## config.mk

```make
export PLATFORM = sky130hd
export DESIGN_NAME = n8633s_sync_decoder
export DESIGN_NICKNAME = d
export VERILOG_FILES = /design/src/rtl/n8633s_pkg.sv /design/src/rtl/n8633s_win_decode.sv /design/src/rtl/n8633s_sync_decoder.sv
export SDC_FILE = /design/constraint.sdc
export NUM_CORES = 1
export LEC_CHECK = 0
export ABC_CLOCK_PERIOD_IN_PS = 4490
export CORE_ASPECT_RATIO = 0.6
export CORE_MARGIN = 3
export CORE_UTILIZATION = 45
export CTS_CLUSTER_DIAMETER = 30
export DETAILED_ROUTE_END_ITERATION = 16
export DONT_BUFFER_PORTS = 1
export SETUP_SLACK_MARGIN = 0.5
export SLEW_MARGIN = 20
export SYNTH_ARGS = -nofsm -noshare
export SYNTH_HDL_FRONTEND = slang
export SYNTH_SLANG_ARGS = --single-unit
```

## constraint.sdc

```tcl
create_clock -name i_EMU_MCLK -period 4.49 [get_ports i_EMU_MCLK]
set_clock_uncertainty 0.1 [all_clocks]
set_input_delay 0.449 -clock i_EMU_MCLK [delete_from_list [all_inputs] [get_ports i_EMU_MCLK]]
set_output_delay 0.449 -clock i_EMU_MCLK [all_outputs]
set_load 0.02 [all_outputs]
```

## src/rtl/n8633s_pkg.sv

```systemverilog
// n8633s_pkg -- shared definitions for the N-8633-S sync decoder.
//   * Legal ranges of the absolute H/V counter buses.
//   * Lock FSM state encoding.
//   * win_hit(): window membership test that wraps when start > end.
package n8633s_pkg;

  localparam logic [8:0] H_MIN = 9'd128;
  localparam logic [8:0] H_MAX = 9'd511;
  localparam logic [8:0] V_MIN = 9'd220;
  localparam logic [8:0] V_MAX = 9'd511;

  typedef enum logic [1:0] {
    ST_UNLOCKED = 2'd0,
    ST_CHECKING = 2'd1,
    ST_LOCKED   = 2'd2
  } lock_state_e;

  // A window whose start exceeds its end covers start..max and min..end-1.
  function automatic logic win_hit(input logic [8:0] value,
                                   input logic [8:0] w_start,
                                   input logic [8:0] w_end);
    logic hit;
    if (w_start > w_end) begin
      hit = (value >= w_start) || (value < w_end);
    end else begin
      hit = (value >= w_start) && (value < w_end);
    end
    return hit;
  endfunction

endpackage

```

## src/rtl/n8633s_win_decode.sv

```systemverilog
// n8633s_win_decode -- one 9-bit window comparator with a registered hit.
// Ports:
//   clk_i    clock
//   rst_i    synchronous active-high reset (hit cleared)
//   en_i     sample enable; the hit register only loads when high
//   value_i  counter value to test
//   hit_o    registered (value in [W_START, W_END)), wrapping when start > end
module n8633s_win_decode
  import n8633s_pkg::*;
#(
  parameter logic [8:0] W_START = 9'd0,
  parameter logic [8:0] W_END   = 9'd0
) (
  input  logic       clk_i,
  input  logic       rst_i,
  input  logic       en_i,
  input  logic [8:0] value_i,
  output logic       hit_o
);

  logic hit_q;
  logic hit_d;

  // Next hit value: new decode on enabled edges, otherwise hold.
  always_comb begin
    hit_d = hit_q;
    if (en_i) begin
      hit_d = win_hit(value_i, W_START, W_END);
    end else begin
      hit_d = hit_q;
    end
  end

  // Hit register.
  always_ff @(posedge clk_i) begin
    if (rst_i) begin
      hit_q <= 1'b0;
    end else begin
      hit_q <= hit_d;
    end
  end

  assign hit_o = hit_q;

endmodule

```

## src/rtl/n8633s_sync_decoder.sv

```systemverilog
// n8633s_sync_decoder -- decodes the N-8633-S absolute H/V counters into
// sync/blank strobes, checks counter integrity with a lock FSM, and raises
// a VBLANK interrupt with an acknowledge handshake.
// Ports:
//   i_EMU_MCLK          master clock
//   i_EMU_RST           synchronous active-high reset
//   i_EMU_CLK6MPCEN_n   active-low pixel enable; state advances only when low
//   i_ABS_H_CNTR        absolute H counter (128..511)
//   i_ABS_V_CNTR        absolute V counter (220..511)
//   i_IRQ_ACK           acknowledge pulse, honoured on any MCLK edge
//   o_HSYNC_n/o_VSYNC_n active-low syncs (inactive while unlocked)
//   o_CSYNC_n           o_HSYNC_n AND o_VSYNC_n
//   o_HBLANK/o_VBLANK   blanking (forced high while unlocked)
//   o_VBLANK_IRQ_n      active-low interrupt request
//   o_LOCKED            counter stream judged valid
// Optional build macro N8633S_FRAME_COUNTER_EN adds o_FRAME_CNTR[7:0],
// counting interrupt set events.
module n8633s_sync_decoder
  import n8633s_pkg::*;
#(
  parameter logic [8:0] HBLK_START  = 9'd128,
  parameter logic [8:0] HBLK_END    = 9'd256,
  parameter logic [8:0] HSYNC_START = 9'd176,
  parameter logic [8:0] HSYNC_END   = 9'd208,
  parameter logic [8:0] VBLK_START  = 9'd496,
  parameter logic [8:0] VBLK_END    = 9'd272,
  parameter logic [8:0] VSYNC_START = 9'd500,
  parameter logic [8:0] VSYNC_END   = 9'd508,
  parameter int         LOCK_LINES  = 4
) (
  input  logic       i_EMU_MCLK,
  input  logic       i_EMU_RST,
  input  logic       i_EMU_CLK6MPCEN_n,
  input  logic [8:0] i_ABS_H_CNTR,
  input  logic [8:0] i_ABS_V_CNTR,
  input  logic       i_IRQ_ACK,
  output logic       o_HSYNC_n,
  output logic       o_VSYNC_n,
  output logic       o_CSYNC_n,
  output logic       o_HBLANK,
  output logic       o_VBLANK,
  output logic       o_VBLANK_IRQ_n,
  output logic       o_LOCKED
`ifdef N8633S_FRAME_COUNTER_EN
  ,
  output logic [7:0] o_FRAME_CNTR
`endif
);

  localparam int CNT_W = $clog2(LOCK_LINES + 1);
  localparam logic [CNT_W-1:0] CNT_ZERO = CNT_W'(0);
  localparam logic [CNT_W-1:0] CNT_ONE  = CNT_W'(1);
  localparam logic [CNT_W-1:0] CNT_LAST = CNT_W'(LOCK_LINES - 1);

  logic pix_en_s;
  assign pix_en_s = ~i_EMU_CLK6MPCEN_n;

  // ---------------- window decodes (1 pixel latency) ----------------
  logic hblk_hit_s, hsync_hit_s, vblk_hit_s, vsync_hit_s;

  n8633s_win_decode #(.W_START(HBLK_START), .W_END(HBLK_END)) u_hblk (
    .clk_i(i_EMU_MCLK), .rst_i(i_EMU_RST), .en_i(pix_en_s),
    .value_i(i_ABS_H_CNTR), .hit_o(hblk_hit_s)
  );
  n8633s_win_decode #(.W_START(HSYNC_START), .W_END(HSYNC_END)) u_hsync (
    .clk_i(i_EMU_MCLK), .rst_i(i_EMU_RST), .en_i(pix_en_s),
    .value_i(i_ABS_H_CNTR), .hit_o(hsync_hit_s)
  );
  n8633s_win_decode #(.W_START(VBLK_START), .W_END(VBLK_END)) u_vblk (
    .clk_i(i_EMU_MCLK), .rst_i(i_EMU_RST), .en_i(pix_en_s),
    .value_i(i_ABS_V_CNTR), .hit_o(vblk_hit_s)
  );
  n8633s_win_decode #(.W_START(VSYNC_START), .W_END(VSYNC_END)) u_vsync (
    .clk_i(i_EMU_MCLK), .rst_i(i_EMU_RST), .en_i(pix_en_s),
    .value_i(i_ABS_V_CNTR), .hit_o(vsync_hit_s)
  );

  // ---------------- integrity check ----------------
  logic [8:0]       h_prev_q, h_prev_d;
  logic [8:0]       v_prev_q, v_prev_d;
  logic [9:0]       h_inc_s, v_inc_s;
  logic             step_good_s, wrap_good_s, sample_good_s;
  lock_state_e      state_q, state_d;
  logic [CNT_W-1:0] good_cnt_q, good_cnt_d;

  // Increments are one bit wider so 511+1 never aliases to 0.
  assign h_inc_s = {1'b0, h_prev_q} + 10'd1;
  assign v_inc_s = {1'b0, v_prev_q} + 10'd1;

  assign step_good_s = (h_inc_s == {1'b0, i_ABS_H_CNTR}) && (i_ABS_V_CNTR == v_prev_q);
  assign wrap_good_s = (h_prev_q == H_MAX) && (i_ABS_H_CNTR == H_MIN) &&
                       ((v_inc_s == {1'b0, i_ABS_V_CNTR}) ||
                        ((v_prev_q == V_MAX) && (i_ABS_V_CNTR == V_MIN)));
  assign sample_good_s = step_good_s || wrap_good_s;

  // Lock FSM next state and good-line counter.
  always_comb begin
    state_d    = state_q;
    good_cnt_d = good_cnt_q;
    h_prev_d   = h_prev_q;
    v_prev_d   = v_prev_q;
    if (pix_en_s) begin
      h_prev_d = i_ABS_H_CNTR;
      v_prev_d = i_ABS_V_CNTR;
      case (state_q)
        // First sample after reset only primes the previous-sample registers.
        ST_UNLOCKED: begin
          state_d    = ST_CHECKING;
          good_cnt_d = CNT_ZERO;
        end
        ST_CHECKING: begin
          if (!sample_good_s) begin
            good_cnt_d = CNT_ZERO;
          end else if (wrap_good_s) begin
            if (good_cnt_q == CNT_LAST) begin
              state_d    = ST_LOCKED;
              good_cnt_d = CNT_ZERO;
            end else begin
              good_cnt_d = good_cnt_q + CNT_ONE;
            end
          end else begin
            good_cnt_d = good_cnt_q;
          end
        end
        ST_LOCKED: begin
          if (!sample_good_s) begin
            state_d    = ST_CHECKING;
            good_cnt_d = CNT_ZERO;
          end else begin
            state_d    = ST_LOCKED;
          end
        end
        default: begin
          state_d    = ST_UNLOCKED;
          good_cnt_d = CNT_ZERO;
        end
      endcase
    end else begin
      state_d = state_q;
    end
  end

  // ---------------- VBLANK interrupt ----------------
  logic vblk_dly_q, vblk_dly_d;
  logic irq_n_q, irq_n_d;
  logic irq_set_s;

  // Rising edge of the registered VBLANK decode, seen one enable later.
  assign irq_set_s = pix_en_s && (state_q == ST_LOCKED) && vblk_hit_s && !vblk_dly_q;

  // Interrupt request: set has priority over an acknowledge on the same edge.
  always_comb begin
    vblk_dly_d = pix_en_s ? vblk_hit_s : vblk_dly_q;
    if (irq_set_s) begin
      irq_n_d = 1'b0;
    end else if (i_IRQ_ACK) begin
      irq_n_d = 1'b1;
    end else begin
      irq_n_d = irq_n_q;
    end
  end

  // State registers.
  always_ff @(posedge i_EMU_MCLK) begin
    if (i_EMU_RST) begin
      state_q    <= ST_UNLOCKED;
      good_cnt_q <= CNT_ZERO;
      h_prev_q   <= H_MIN;
      v_prev_q   <= V_MIN;
      vblk_dly_q <= 1'b0;
      irq_n_q    <= 1'b1;
    end else begin
      state_q    <= state_d;
      good_cnt_q <= good_cnt_d;
      h_prev_q   <= h_prev_d;
      v_prev_q   <= v_prev_d;
      vblk_dly_q <= vblk_dly_d;
      irq_n_q    <= irq_n_d;
    end
  end

`ifdef N8633S_FRAME_COUNTER_EN
  logic [7:0] frame_cnt_q, frame_cnt_d;

  // Frame counter advances on every interrupt set event, wrapping at 255.
  always_comb begin
    if (irq_set_s) begin
      frame_cnt_d = frame_cnt_q + 8'd1;
    end else begin
      frame_cnt_d = frame_cnt_q;
    end
  end

  // Frame counter register.
  always_ff @(posedge i_EMU_MCLK) begin
    if (i_EMU_RST) begin
      frame_cnt_q <= 8'd0;
    end else begin
      frame_cnt_q <= frame_cnt_d;
    end
  end

  assign o_FRAME_CNTR = frame_cnt_q;
`endif

  // ---------------- outputs (all sourced from registers) ----------------
  logic locked_s, hsync_n_s, vsync_n_s;

  assign locked_s  = (state_q == ST_LOCKED);
  assign hsync_n_s = ~(locked_s & hsync_hit_s);
  assign vsync_n_s = ~(locked_s & vsync_hit_s);

  assign o_HSYNC_n      = hsync_n_s;
  assign o_VSYNC_n      = vsync_n_s;
  assign o_CSYNC_n      = hsync_n_s & vsync_n_s;
  assign o_HBLANK       = ~locked_s | hblk_hit_s;
  assign o_VBLANK       = ~locked_s | vblk_hit_s;
  assign o_VBLANK_IRQ_n = irq_n_q;
  assign o_LOCKED       = locked_s;

endmodule

```

==> qor.yml <==
pwr-share-clk: 0.348
cpMostUsedCell: "nand4_1"
synth_cells: 239
ios: 29
clock_path_buffers: 2
gp_congestion: 0.884
antenna_left: 0
numCtsBuffers: 5
r2r_slack_ns: 1.30
clk_pin_slew_ns: 0.06
clock_sinks: 29
r2r_start: "h_prev_q[4]$_SDFFE_PP0N_"
antenna_found_initial: 0
grt_pass1_wl_microns: 7900
grt_pass1_vias: 1489
vias_per_cell: 5.72
synth-edff-count: 0
async_flop_share: 0
initial_core_util: 0.477
htree_levels: 2
layoutNonFillerInstCount: 289
path_class: "flip-flop to flip-flop"
synth_xor_area_frac: 0.114
drcViolationCount: 0
yosys.area_share.adder: 0.0313
drv_cap: 0
worstPathCellList: "and2_1, nand4_1, nor2_1, ha_1, xnor2_1, nand4_1, a2111oi_1, nand3_1, a2111oi_4, o21ai_1, a21oi_1, mux2_2"
synth_simple_gate_area_frac: 0.262
maxSlewViolCount: 0
finalSetupViolCount: 0
hold-path-endpoint: "state_q[1]$_SDFFE_PP0P_"
switching_share: 0.263
worstHoldStart: "i_EMU_RST"
final_core_util: 0.493
p_sw_w: 0.000147
synth_mux_area_frac: 0.0864
wl_per_cell_microns: 16.1
die_area_sq_mm: 0.00531
r2r_end: "good_cnt_q[0]$_SDFFE_PP0P_"
power_density_mw_per_mm2: 272
rsz0062_at_grt: "no"
power_frac_seq: 0.516
avgSynthCellArea_sq_um: 8.37
outcome: "finished, final reports clean"
crit_path_start: "h_prev_q[4]$_SDFFE_PP0N_"
placementRows: 18
synth_seq_cells: 29
netlist_area_sq_mm: 0.00200
hold_viol: 0
synth_cell_type_count: 55
placed_cells: 283
cts_resized: 0
tightest_slew_ns: 0.753
fin_setup_tns_ns: 0
clk_latency_ns: 0.28
crit_family: "compound AO/OA/AOI/OAI gates"
core_area_sq_mm: 0.00419
endpoint_kind: "flip-flop"
combPwrFrac: 0.136
ys_warn_count: 0
internal-power_w: 0.000413
cp_max_fo: 8
die_x_microns: 92.1
grt-ovfl-total: 0
num_vias: 1652
synth_top_family_by_area: "simple AND/OR/NAND/NOR gates"
crit_buf_inv: 0
cts_tree: "built"
grt_start_max_net_pins: 34
die_h_microns: 57.6
dpl.hpwl_microns: 3460
cts_root_buffer: "clkbuf_8"
drive_above_1_share: 0.0655
leakage_nw: 0.774
seq_area_frac_synth: 0.290
critPathArrivalTime_ns: 3.31
hold_path_class: "input pin to flip-flop"
fin_crit_sh: 0.709
fmax_ghz: 0.314
portBuffers: 0
maxSlewHeadroom: 0.496
fin_nets: 257
first_pass_iters: 4
critical-path-max-stage-delay_ns: 0.44
peakVddDrop_mv: 0.162
post_cts_buffers: 0
r2r_cells: 12
grt_use_total: 0.192
slowest_stage: "dfxtp_1"
ys.flop_type: "dfxtp_1"
synth_nets: 266
syn_to_final_growth_pct: 3.19
hold_depth: 1
cp.required_ns: 4.61
cp-start-kind: "flip-flop"
synth-compound-area-share: 0.166
drtIter0Drc: 144
fin_crit_ns: 3.19
wirelength_microns: 4670
diodes: 0
ctsHoldBuffers: 0
==> cell type report <==
type,instances,area [sq um]
Clock buffer,5,68.8
Inverter,4,15.0
Fill cell,432,2130
Sequential cell,29,581
Clock inverter,1,5.00
Tap cell,60,75.1
Multi-Input combinational cell,190,1320
==> metal layers <==
metal  global-route usage  up-vias  part of all wire
met1                0.294      762              0.54
met5                    0        -                 0
met3               0.0687        4             0.081
met2                0.246       48              0.37
li1                     -      838                 -
met4               0.0571        0            0.0088
==> how the worst max path moves through the flow <==
stage | endpoint | slack [ns] | cells past startpoint
floorplan | good_cnt_q[0]$_SDFFE_PP0P_ | 1.83 | 13
global placement | good_cnt_q[0]$_SDFFE_PP0P_ | 1.44 | 12
detailed placement | good_cnt_q[0]$_SDFFE_PP0P_ | 1.40 | 12
CTS | good_cnt_q[0]$_SDFFE_PP0P_ | 1.37 | 12
global route | good_cnt_q[0]$_SDFFE_PP0P_ | 1.09 | 12
finish | good_cnt_q[0]$_SDFFE_PP0P_ | 1.30 | 12
==> power by group through the flow <==
stage	clock, W	combinational (W)	sequential, W
2_1_floorplan	0	0.0000844	0.000286
3_3_place_gp	0	0.0000756	0.000295
3_5_place_dp	0	0.0000754	0.000295
4_1_cts	0.000202	0.0000760	0.000289
5_1_grt	0.000212	0.0000861	0.000292
6_report	0.000195	0.0000761	0.000289
==> cells in the final DEF, fill, tap and decap left out, types with 2 or more instances in the layout <==
cell type  netlist  routed
nor2b_1          9       9
nand2b_1         3       3
or3_1            2       2
nor3_1           5       5
and4b_1          2       2
nor4b_1          2       2
a211o_1          6       6
nand4_1          5       5
inv_1            4       4
xor2_1           9       9
o21ai_0          7       7
mux2_2           2       2
o211ai_1         2       2
nand2_1         14      14
a22oi_1          2       2
nor2_1          27      27
o22ai_1          2       2
ha_1             5       5
and2_1           2       2
xnor2_1         17      17
nor3b_1          2       2
clkbuf_8         0       5
and3_1           3       3
dfxtp_1         29      29
nand3_1         13      13
a21oi_1         11      11
mux2i_1         15      15
==> cell usage after synthesis, drive strengths merged, types with 4 or more instances <==
master / number / area [sq um]
a211o: 6 / 52.6
a21oi: 11 / 55.1
and3: 4 / 26.3
buf: 8 / 53.8
clkbuf: 8 / 31.3
dfxtp: 29 / 581
ha: 5 / 62.6
inv: 4 / 15.0
mux2i: 15 / 150
nand2: 14 / 52.6
nand3: 13 / 65.1
nand4: 5 / 31.3
nor2: 27 / 101
nor2b: 9 / 56.3
nor3: 5 / 25.0
o21ai: 8 / 40.0
xnor2: 17 / 149
xor2: 9 / 78.8
==> sequential cells by signal (all words and copies together), names as in the netlist <==
| signal | count |
|---|---|
| good_cnt_q | 3 |
| h_prev_q | 9 |
| o_VBLANK_IRQ_n | 1 |
| state_q | 2 |
| u_hblk.hit_o | 1 |
| u_hsync.hit_o | 1 |
| u_vblk.hit_o | 1 |
| u_vsync.hit_o | 1 |
| v_prev_q | 9 |
| vblk_dly_q | 1 |
==> per-stage QoR <==
stage	hold slack [ns]	power [W]	area (sq um)	setup WS, ns
global placement	0.336	0.000370	1990	1.44
finish	0.134	0.000561	2060	1.30
global route	0.125	0.000590	2060	1.09
detailed placement	0.341	0.000370	1990	1.40
CTS	0.124	0.000567	2060	1.37
floorplan	0.322	0.000370	2000	1.83
==> worst reg2reg max path, cell delays in order, from the launching register on <==
cell       delay (ns)
dfxtp_1          0.44
and2_1           0.22
nand4_1          0.13
nor2_1           0.16
ha_1             0.26
xnor2_1          0.15
nand4_1          0.12
a2111oi_1        0.40
nand3_1          0.22
a2111oi_4        0.41
o21ai_1          0.15
a21oi_1          0.23
mux2_2           0.17
==> logic make-up (layout without fill, tap and decap cells) <==
group,count (synthesis),count (layout)
muxes,17,17
AOI/OAI and AO/OA,44,44
xor gates and xnor gates,26,26
and+or+nand+nor,98,98
buffers and inverters,20,10
DFF,29,29
adders and majority gates,5,5
Note: power is estimated with default switching activity, not from simulation.
